`src/rtl/sound_pkg.sv`:
```
// Shared constants and types for the sound path (clkgen -> wavegen -> DAC/PWM).
package sound_pkg;

  localparam int WAVE_SEL_W = 2;
  typedef logic [WAVE_SEL_W-1:0] wave_sel_t;

  localparam wave_sel_t WAVE_SQUARE = 2'b00;
  localparam wave_sel_t WAVE_SAW    = 2'b01;
  localparam wave_sel_t WAVE_TRI    = 2'b10;
  localparam wave_sel_t WAVE_OFF    = 2'b11;

  // Unsigned midscale (silence level) for a w-bit sample, w <= 32.
  function automatic logic [31:0] midscale_of(input int w);
    return 32'd1 << (w - 1);
  endfunction

endpackage

```
`src/rtl/wavegen_if.sv`:
```
// Control and sample bus between the step/config source and wavegen.
interface wavegen_if
  import sound_pkg::*;
#(
  parameter int W = 8
);
  // Handshake: no back-pressure. step_i is a one-cycle strobe and is always
  // accepted while enable_i=1; sample_valid_o is a one-cycle pulse that the
  // consumer must take in the cycle it is high (there is no ready).
  logic         step_i;
  logic         enable_i;
  wave_sel_t    wave_sel_i;
  logic [W-1:0] duty_i;
  logic [W-1:0] sample_o;
  logic         sample_valid_o;
  logic         wrap_o;

  modport master (
    output step_i, enable_i, wave_sel_i, duty_i,
    input  sample_o, sample_valid_o, wrap_o
  );

  modport slave (
    input  step_i, enable_i, wave_sel_i, duty_i,
    output sample_o, sample_valid_o, wrap_o
  );
endinterface

```
`src/rtl/wave_shaper.sv`:
```
// Combinational waveform function: maps phase/mode/duty to an unsigned sample.
module wave_shaper
  import sound_pkg::*;
#(
  parameter int W = 8
) (
  input  logic [W-1:0] phase,
  input  wave_sel_t    mode,
  input  logic [W-1:0] duty,
  output logic [W-1:0] value
);

  localparam logic [W-1:0] MID = W'(midscale_of(W));

  logic [W-1:0] tri_ramp;

  always_comb begin
    tri_ramp = {phase[W-2:0], 1'b0};
    value    = MID;
    case (mode)
      WAVE_SQUARE: value = (phase < duty) ? '1 : '0;
      WAVE_SAW:    value = phase;
      // Second half folds the ramp back down: 128 -> 255 ... 255 -> 1 for W=8.
      WAVE_TRI:    value = phase[W-1] ? ~tri_ramp : tri_ramp;
      default:     value = MID;
    endcase
  end

endmodule

```
`src/rtl/wavegen.sv`:
```
// Phase-accumulating waveform generator; one registered sample per accepted step.
module wavegen
  import sound_pkg::*;
#(
  parameter int W = 8
) (
  input  logic       clk_i,
  input  logic       reset,
  wavegen_if.slave   bus
);

  localparam logic [W-1:0] MID = W'(midscale_of(W));

  logic [W-1:0] phase;
  wave_sel_t    mode_q;
  logic [W-1:0] duty_q;
  logic [W-1:0] shaped;
  logic [W-1:0] sample_q;
  logic         valid_q;
  logic         wrap_q;
  logic         at_last;

  assign at_last = (phase == '1);

  wave_shaper #(.W(W)) u_shaper (
    .phase (phase),
    .mode  (mode_q),
    .duty  (duty_q),
    .value (shaped)
  );

  always_ff @(posedge clk_i or negedge reset) begin
    if (!reset) begin
      phase    <= '0;
      sample_q <= MID;
      valid_q  <= 1'b0;
      wrap_q   <= 1'b0;
      mode_q   <= WAVE_OFF;
      duty_q   <= MID;
    end else if (!bus.enable_i) begin
      phase    <= '0;
      sample_q <= MID;
      valid_q  <= 1'b0;
      wrap_q   <= 1'b0;
      mode_q   <= bus.wave_sel_i;
      duty_q   <= bus.duty_i;
    end else begin
      valid_q <= bus.step_i;
      wrap_q  <= bus.step_i && at_last;
      if (bus.step_i) begin
        sample_q <= shaped;
        phase    <= phase + 1'b1;
        // Config only changes at a period boundary so a period is never split.
        if (at_last) begin
          mode_q <= bus.wave_sel_i;
          duty_q <= bus.duty_i;
        end
      end
    end
  end

  assign bus.sample_o       = sample_q;
  assign bus.sample_valid_o = valid_q;
  assign bus.wrap_o         = wrap_q;

endmodule
```
`src/flat_wrapper.sv`:
```
// flat-port wrapper written by rule: the top's interface ports become plain ports
module wavegen_flat import sound_pkg::*;
#(
  parameter int W = 8
)
  (clk_i, reset, bus_step_i, bus_enable_i, bus_wave_sel_i, bus_duty_i, bus_sample_o, bus_sample_valid_o, bus_wrap_o);
  wavegen_if #(.W(W)) bus_i ();
  input  logic clk_i;
  input  logic reset;
  input wire logic [$bits(bus_i.step_i)-1:0] bus_step_i;
  input wire logic [$bits(bus_i.enable_i)-1:0] bus_enable_i;
  input wire logic [$bits(bus_i.wave_sel_i)-1:0] bus_wave_sel_i;
  input wire logic [$bits(bus_i.duty_i)-1:0] bus_duty_i;
  output wire logic [$bits(bus_i.sample_o)-1:0] bus_sample_o;
  output wire logic [$bits(bus_i.sample_valid_o)-1:0] bus_sample_valid_o;
  output wire logic [$bits(bus_i.wrap_o)-1:0] bus_wrap_o;
  assign bus_i.step_i = bus_step_i;
  assign bus_i.enable_i = bus_enable_i;
  assign bus_i.wave_sel_i = bus_wave_sel_i;
  assign bus_i.duty_i = bus_duty_i;
  assign bus_sample_o = bus_i.sample_o;
  assign bus_sample_valid_o = bus_i.sample_valid_o;
  assign bus_wrap_o = bus_i.wrap_o;
  wavegen #(.W(W)) u_core (.clk_i(clk_i), .reset(reset), .bus(bus_i));
endmodule
```
`config.mk`:
```
export PLATFORM = sky130hd
export DESIGN_NAME = wavegen_flat
export DESIGN_NICKNAME = d
export VERILOG_FILES = /design/src/rtl/sound_pkg.sv /design/src/rtl/wavegen_if.sv /design/src/rtl/wave_shaper.sv /design/src/rtl/wavegen.sv /design/src/flat_wrapper.sv
export SDC_FILE = /design/constraint.sdc
export NUM_CORES = 1
export LEC_CHECK = 0
export CORE_ASPECT_RATIO = 0.9
export CORE_UTILIZATION = 39
export CTS_CLUSTER_DIAMETER = 60
export CTS_CLUSTER_SIZE = 25
export DETAILED_ROUTE_END_ITERATION = 10
export DONT_BUFFER_PORTS = 1
export GPL_TIMING_DRIVEN = 0
export PLACE_DENSITY_LB_ADDON = 0.25
export SETUP_SLACK_MARGIN = 0.3
export SKIP_CTS_REPAIR_TIMING = 1
export SYNTH_ARGS = -nofsm -noshare
export SYNTH_HDL_FRONTEND = slang
export SYNTH_HIERARCHICAL = 1
export SYNTH_SLANG_ARGS = --single-unit
```
`constraint.sdc`:
```
create_clock -name clk_i -period 4.2 [get_ports clk_i]
set_input_delay 0.21 -clock clk_i [delete_from_list [all_inputs] [get_ports clk_i]]
set_output_delay 0.21 -clock clk_i [all_outputs]
set_load 0.01 [all_outputs]
```
Word level (Yosys, flattened, before mapping)
Cells that the tools add are included.

storage, ports and cells
  input port bits = 14
  bits in registers = 28

operators by class
  add/subtract/negate cells = 1
  eq/ne operators = 5
  reductions and logical operators = 3
  muxes and demuxes = 15
  order comparisons = 1
  bitwise gates (word level) = 1

operators with widths
  kind                   count
  $mux W8                9
  $pmux W8 S3            1
  $add A8 B1 Y8 const B  1
  $eq A8 B8 Y1 const B   1
  $lt A8 B8 Y1           1
  $not A8 Y8             1
  $mux W2                3
  $eq A2 B1 Y1 const B   1
  $eq A2 B2 Y1 const B   1
  $logic_not A2 Y1       1
  $mux W1                2
  $ne A2 B1 Y1 const B   1
  $ne A2 B2 Y1 const B   1
  $reduce_and A2 Y1      1
  $logic_and A1 B1 Y1    1

Logic depth before layout (Yosys ltp)
Gate-level depths: netlist of run 1.

  depth after elaboration = 5
  depth in mapped cells = 8

Cells and area by module
The synthesis of run 1 kept the hierarchy.

modules (own cells, without submodules)
  module       area an instance (um^2)  times used  cells each  seq. area each (um^2)
  wavegen      1159.9                   1           88          705.7
  wave_shaper  380.4                    1           48          0.0

Worst setup path after synthesis of run 1
OpenSTA, ideal clock, no wires.

  path type = reg-to-reg
  start = reg u_core.duty_q[7]
  end = reg u_core.sample_q[2] (netlist: u_core/bus.sample_o[2])
  arrival = 1.854 ns
  library setup time = 0.072 ns
  data required time = 4.128 ns
  buffers on the path = 0
  cell stages (with the launch flop) = 9
  clock period less this slack = 1.927 ns
  slack = 2.273 ns
  cells stage by stage = dfstp_2 -> inv_1 -> ha_1 -> a2111oi_0 -> o21ai_0 -> a31oi_4 -> a221o_2 -> mux2i_1 -> nor2_1

on the way
  cells in the longest elaborated chain, start to end = 5

ends and longest elaborated chain
  element                 line               text
  from (decl)             wavegen.sv:16      logic [W-1:0] duty_q;
  from (signal assigned)  wavegen.sv:46      duty_q <= bus.duty_i;
  from (signal assigned)  wavegen.sv:56      duty_q <= bus.duty_i;
  $lt A8 B8 Y1            wave_shaper.sv:21  WAVE_SQUARE: value = (phase < duty) ? '1 : '0;
  $mux W8                 wave_shaper.sv:21
  $pmux W8 S3             wave_shaper.sv:20  case (mode)
  net u_core.shaped[2]    wavegen.sv:17      logic [W-1:0] shaped;
  $mux W8                 wavegen.sv:50      if (bus.step_i) begin
  $mux W8                 wavegen.sv:40      end else if (!bus.enable_i) begin
  to (signal assigned)    wavegen.sv:51      sample_q <= shaped;
  to (decl)               wavegen.sv:18      logic [W-1:0] sample_q;

The timed path passes the listed nets, and every way through them passes these cells. The select of a mux whose other input is x is not followed.
A chain may end at the register's enable or synchronous reset.

Worst setup path in the final report of run 1
  start = reg u_core.duty_q[7]
  end = reg u_core.sample_q[4] (netlist: u_core/bus.sample_o[4])

Same word-level chain as after synthesis.

==> metrics.txt, run 1 <==
Post-DRT Antenna Nets 0; Ys Warns 6; port bufs 0; antenna violations before repair 0; Tmin final 2.19 ns; Worst path slowest cell dfstp_2; H-tree depth 1; slew margin rel. 0.687; global-route wire length before repair 4690 um; Core ar. 3760 um2; WL met1 1380 um; Worst IR Drop VDD 0.000200 V; Die H 61.6 um; xor/xnor share of the synthesized area 0.0569; PD cells 330 nW/um2; # IOs 24; RSZ-0062 raised after global routing no; row cnt 21; Synthesized Nets 158; Reg clk slew, reported paths 0.10 ns; setup_tns 0 ns; post-synthesis simple-gate area fraction 0.116; top sig layer met4; worst-skew pair later-pin latency 0.27 ns; die area 4200 um2; met2 WL 1400 um; DIE WIDTH 68.2 um; Async S/R FF share, synth 1.00; Fin. Hold Viols 0; Post-Synth Adder-Cell Area 0.0650; CTS tree built; Layout area overhead 9.91%; Hold Path Class in2reg; Synth Register Bits 28; proportion of synthesized area in mux cells 0.132; Comb pwr share 0.149; Distinct cells, synth 32; Worst EP arrival 2.39 ns; Layout Cells excl Fill 189; Synth area leaders dfrtp_1 39%, mux2_2 7.3%, dfstp_2 6.8%; diode count 0; WS Path Type reg2reg; FF-to-FF Start u_core/duty_q[7]; TritonCTS Buffers 3; ys flop type dfrtp_1; DRT Wirelength 2910 um; max_cap viols 0; DRC 0; 1st-pass router iterations 4; Clock power frac 0.299; CP endpoint u_core/bus.sample_o[4]; Worst R2R Setup Slack 2.01 ns; Required @ worst endpoint 4.40 ns; crit-path cells inv_1, ha_1, a2111oi_0, o21ai_0, a31oi_4, a221o_2, mux2i_1, nor2_1; number of synthesized flops with an enable pin 0; sequential share of power 0.552; layout cell share with drive strength beyond 1 0.231; Vias/cell 5.41; Worst Max-Slew Pin Slew 0.470 ns; synthesized area 1540 um2; RD Place Congestion 0.762; filler cell count 361; Vias 1023; Leak 0.818 nW; switching power 0.143 mW; largest family of logic cells by synthesized area compound AO/OA/AOI/OAI gates; Synth Area in Compound Gates 0.132; register area share after synthesis 0.458; first-iteration detailed-routing DRC count 15; CTS Root Cell clkbuf_8; Worst Path Max Fanout 8; grt total ovfl 0; Max Clock Skew 0.00920 ns; Slew Limit Fails 0; final count of negative-setup-slack endpoints 0; Total Power 0.558 mW; Crit. Startpoint u_core/duty_q[7]; Final nets 166; cells after synthesis 136; top-count cell post-synth dfrtp_1; DP HPWL 2050 um; Fmax 0.457 GHz; vias in the first global route 1016; DP Cell Count 182; CTS Sinks 28; Starting Density 0.410; internal power 0.415 mW; Synth area leader dfrtp_1; Worst Reg-to-Reg Cells 8; Critical Path Max Stage Delay 0.54 ns; Worst R2R End u_core/bus.sample_o[4]; Synth top cells by count 24 x dfrtp_1, 14 x nor2_1, 10 x mux2_2; Mapped Avg Cell Area 11.3 um2; status finished, final reports clean; switching share of total power 0.256; met3 WL 100 um; top cell type's share of synthesized area 0.390; fin crit share 0.521; Tot GR Track Use 0.154; Critical Path End Type register; routed length per instance 15.4 um; Max Root-Sink Buffers 2; largest net degree at the start of global routing 29; CP Launch Type register
==> kinds of logic after synthesis <==
family	after synthesis
AO/OA/AOI/OAI	23
XOR/XNOR	10
adder cells (fa/ha/maj)	8
buffers and inverters	14
flip-flops	28
multiplexers	19
AND/OR/NAND/NOR	34
==> area by class of cell <==
class	count	area, um2	share of cell area
multi-input combinational	94	773	0.457
timing repair buffer	3	40.0	0.0237
tap	46	57.6	0.0340
sequential	28	706	0.417
inverter	8	30.0	0.0177
clock buffer	4	55.1	0.0325
buffer	6	31.3	0.0185
==> per-layer routing <==
layer	global-route usage	vias to the layer above
met3	0.0556	4
li1	-	494
met4	0.0446	0
met2	0.261	21
met5	0	-
met1	0.184	504
==> worst min path at each step <==
stage / from / to / slack (ns) / cells after the start
after floorplan: reset / u_core/bus.sample_o[0] / -0.09 / 0
after global placement: reset / u_core/bus.wrap_o / -0.08 / 0
after detailed placement: reset / u_core/bus.sample_valid_o / -0.08 / 0
after CTS: reset / u_core/bus.sample_valid_o / -0.39 / 0
after global routing: bus_enable_i / u_core/bus.sample_valid_o / 0.04 / 1
final: bus_enable_i / u_core/bus.sample_valid_o / 0.06 / 1
==> stage by stage <==
step / hold WS [ns] / util / cell area (um2) / setup WS (ns)
5_1_grt: 0.0423 / 0.451 / 1690 / 1.87
6_report: 0.0573 / 0.451 / 1690 / 2.01
3_5_place_dp: -0.0846 / 0.425 / 1600 / 2.01
2_1_floorplan: -0.0856 / - / 1540 / 2.27
3_3_place_gp: -0.0847 / 0.425 / 1600 / 2.02
4_1_cts: -0.388 / 0.440 / 1650 / 2.00
==> layout by cell type, fill, tap and decap left out <==
cell type and n:
dfrtp_1 24, nor2_1 14, mux2_2 10, mux2i_1 9, xor2_1 9, inv_1 8, nand2_1 8, ha_1 8
a221o_2 7, a21oi_1 5, clkbuf_8 4, o21ai_0 4, dfstp_2 4, clkbuf_1 3, buf_4 2, or3_1 2
dlygate4sd3_1 2, nor2b_1 2, nand2b_1 2, nand4_4 1, nand4_1 1, nor3_1 1, buf_2 1, and2_1 1
nand4_2 1, xnor2_1 1, o21ai_4 1, o31ai_1 1, or4_1 1, buf_12 1, a2111o_1 1, a2111oi_0 1
a31oi_4 1, o21a_1 1, o21bai_1 1
==> state kept, by name (all words and copies together) (netlist names) <==
register / flops
u_core/bus.sample_o: 8
u_core/bus.sample_valid_o: 1
u_core/phase: 8
u_core/mode_q: 2
u_core/duty_q: 8
u_core/bus.wrap_o: 1
==> critical path, delay by kind of cell, from the launching register on <==
family / cells / cell delay, ns
AOI/OAI and AO/OA: 4 / 1.11
adders and majority gates: 1 / 0.28
buffers and inverters: 1 / 0.04
DFF: 1 / 0.54
muxes: 1 / 0.06
and+or+nand+nor: 1 / 0.08
==> power by group through the flow <==
stage	Combinational [mW]	Clock, mW	Sequential, mW
after floorplan	0.0639	0	0.308
after global placement	0.0727	0	0.313
after detailed placement	0.0749	0	0.314
after CTS	0.0752	0.172	0.309
after global routing	0.0934	0.183	0.312
final	0.0833	0.167	0.308
Power figures use the tool's default switching activity.
==> run 2: changes to the inputs <==
==> constraint.sdc (replaced) <==
create_clock -name clk_i -period 2.1 [get_ports clk_i]
set_input_delay 0.105 -clock clk_i [delete_from_list [all_inputs] [get_ports clk_i]]
set_output_delay 0.105 -clock clk_i [all_outputs]
set_load 0.01 [all_outputs]
==> run 2 against run 1 <==
Sequential cell count is the same; non-clock buffer count rose by 11; clock skew grew 0.0012 ns; fmax up 13%; critical path type unchanged; design area is 10% higher; sequential power increased by 100%; final cell count grew 5.8%; first-iteration DRC count increased by 130%; power is 120% higher.
==> metrics.txt, run 2 (synthesis gave the netlist of run 1 again) <==
Fin. Hold Viols 0; routed length per instance 14.3 um; layout cell share with drive strength beyond 1 0.253; DRC 0; CTS Root Cell clkbuf_8; Tot GR Track Use 0.152; 1st-pass router iterations 4; max_cap viols 0; RSZ-0062 raised after global routing yes; # IOs 24; hold_ws 0.0800 ns; first-iteration detailed-routing DRC count 34; TritonCTS Buffers 3; Worst EP arrival 2.13 ns; Worst IR Drop VDD 0.000325 V; CP Launch Type register; WS Path Type reg2reg; setup_tns 0 ns; PD cells 662 nW/um2; Worst Reg-to-Reg Cells 6; fin crit share 0.919; port bufs 0; Vias 1043; DP HPWL 2090 um; Slew Limit Fails 0; hold depth 2; DRT Wirelength 2860 um; CTS tree built; vias in the first global route 990; Min-Delay Endpoint u_core/bus.sample_o[4]; Final nets 177; largest net degree at the start of global routing 29; Max Root-Sink Buffers 2; worst hold start bus_enable_i; Layout area overhead 21.2%; Reg clk slew, reported paths 0.10 ns; Hold Path Class in2reg; RD Place Congestion 0.774; global-route wire length before repair 4570 um; H-tree depth 1; DIE WIDTH 68.2 um; slew margin rel. 0.702; Worst Max-Slew Pin Slew 0.447 ns; Required @ worst endpoint 2.30 ns; final count of negative-setup-slack endpoints 0; Max Clock Skew 0.0104 ns; Core ar. 3760 um2; Worst R2R Setup Slack 0.17 ns; row cnt 21; Vias/cell 5.22; Worst Path Max Fanout 8; filler cell count 348; Starting Density 0.410; Die H 61.6 um; most common cell after layout, fill and taps aside dfrtp_1; FF-to-FF Start u_core/phase[1]; status finished, final reports clean; Post-DRT Antenna Nets 0; Worst R2R End u_core/bus.sample_o[2]; Leak 0.877 nW; diode count 0; CTS Sinks 28; die area 4200 um2; most frequent cells in the layout 24 x dfrtp_1, 13 x nor2_1, 12 x dlygate4sd3_1; grt total ovfl 0; worst-skew pair later-pin latency 0.28 ns; Critical Path End Type register; antenna violations before repair 0; Tmin final 1.93 ns; Fmax 0.518 GHz
[run 2: worst max-delay path by stage]
stage                          start                     end  slack [ns]  cells after the start
floorplan           u_core/duty_q[7]  u_core/bus.sample_o[0]        0.34                      8
global placement    u_core/duty_q[7]  u_core/bus.sample_o[2]        0.16                      8
detailed placement  u_core/duty_q[7]  u_core/bus.sample_o[1]        0.15                      8
CTS                 u_core/duty_q[7]  u_core/bus.sample_o[1]        0.11                      8
global route        u_core/duty_q[7]  u_core/bus.sample_o[0]        0.07                      8
finish               u_core/phase[1]  u_core/bus.sample_o[2]        0.17                      6
[run 2: cell type report]
cell class	count	area, um2	area share
plain buffers	6	31.3	0.0168
clock buffers	3	41.3	0.0221
clock inverters	1	30.0	0.0161
inverters	8	30.0	0.0161
multi-input cells	94	811	0.434
flip-flops and latches	28	706	0.378
well taps	46	57.6	0.0308
repair buffers	14	160	0.0858
[run 2: report_power, final]
group	switching [mW]	leakage [nW]	internal, mW	total [mW]
Clock	0.166	0.0357	0.255	0.421
Sequential	0.0379	0.356	0.580	0.618
Combinational	0.0921	0.485	0.105	0.197
[run 2: worst max-delay path: stages, from the launching register on]
cell,delay (ns)
dfrtp_1,0.48
ha_1,0.33
a2111o_1,0.41
a31oi_4,0.32
a221o_2,0.17
mux2i_1,0.06
nor2_1,0.09
[run 2: metrics by stage]
| step | setup slack, ns | util | cell area [um2] | std cells | total power [mW] |
|---|---|---|---|---|---|
| after floorplan | 0.340 | - | 1560 | 136 | 0.750 |
| after global placement | 0.165 | 0.430 | 1620 | 182 | 0.777 |
| after detailed placement | 0.152 | 0.430 | 1620 | 182 | 0.784 |
| after CTS | 0.112 | 0.449 | 1690 | 186 | 1.21 |
| after global routing | 0.0748 | 0.497 | 1870 | 200 | 1.30 |
| final | 0.171 | 0.497 | 1870 | 200 | 1.24 |
[run 2: metal layers]
metal,vias to the layer above,global-route usage,share of wire
met2,17,0.255,0.51
met5,-,0,0
met4,0,0.0446,0.0066
met1,506,0.184,0.45
li1,518,-,-
met3,2,0.0537,0.031
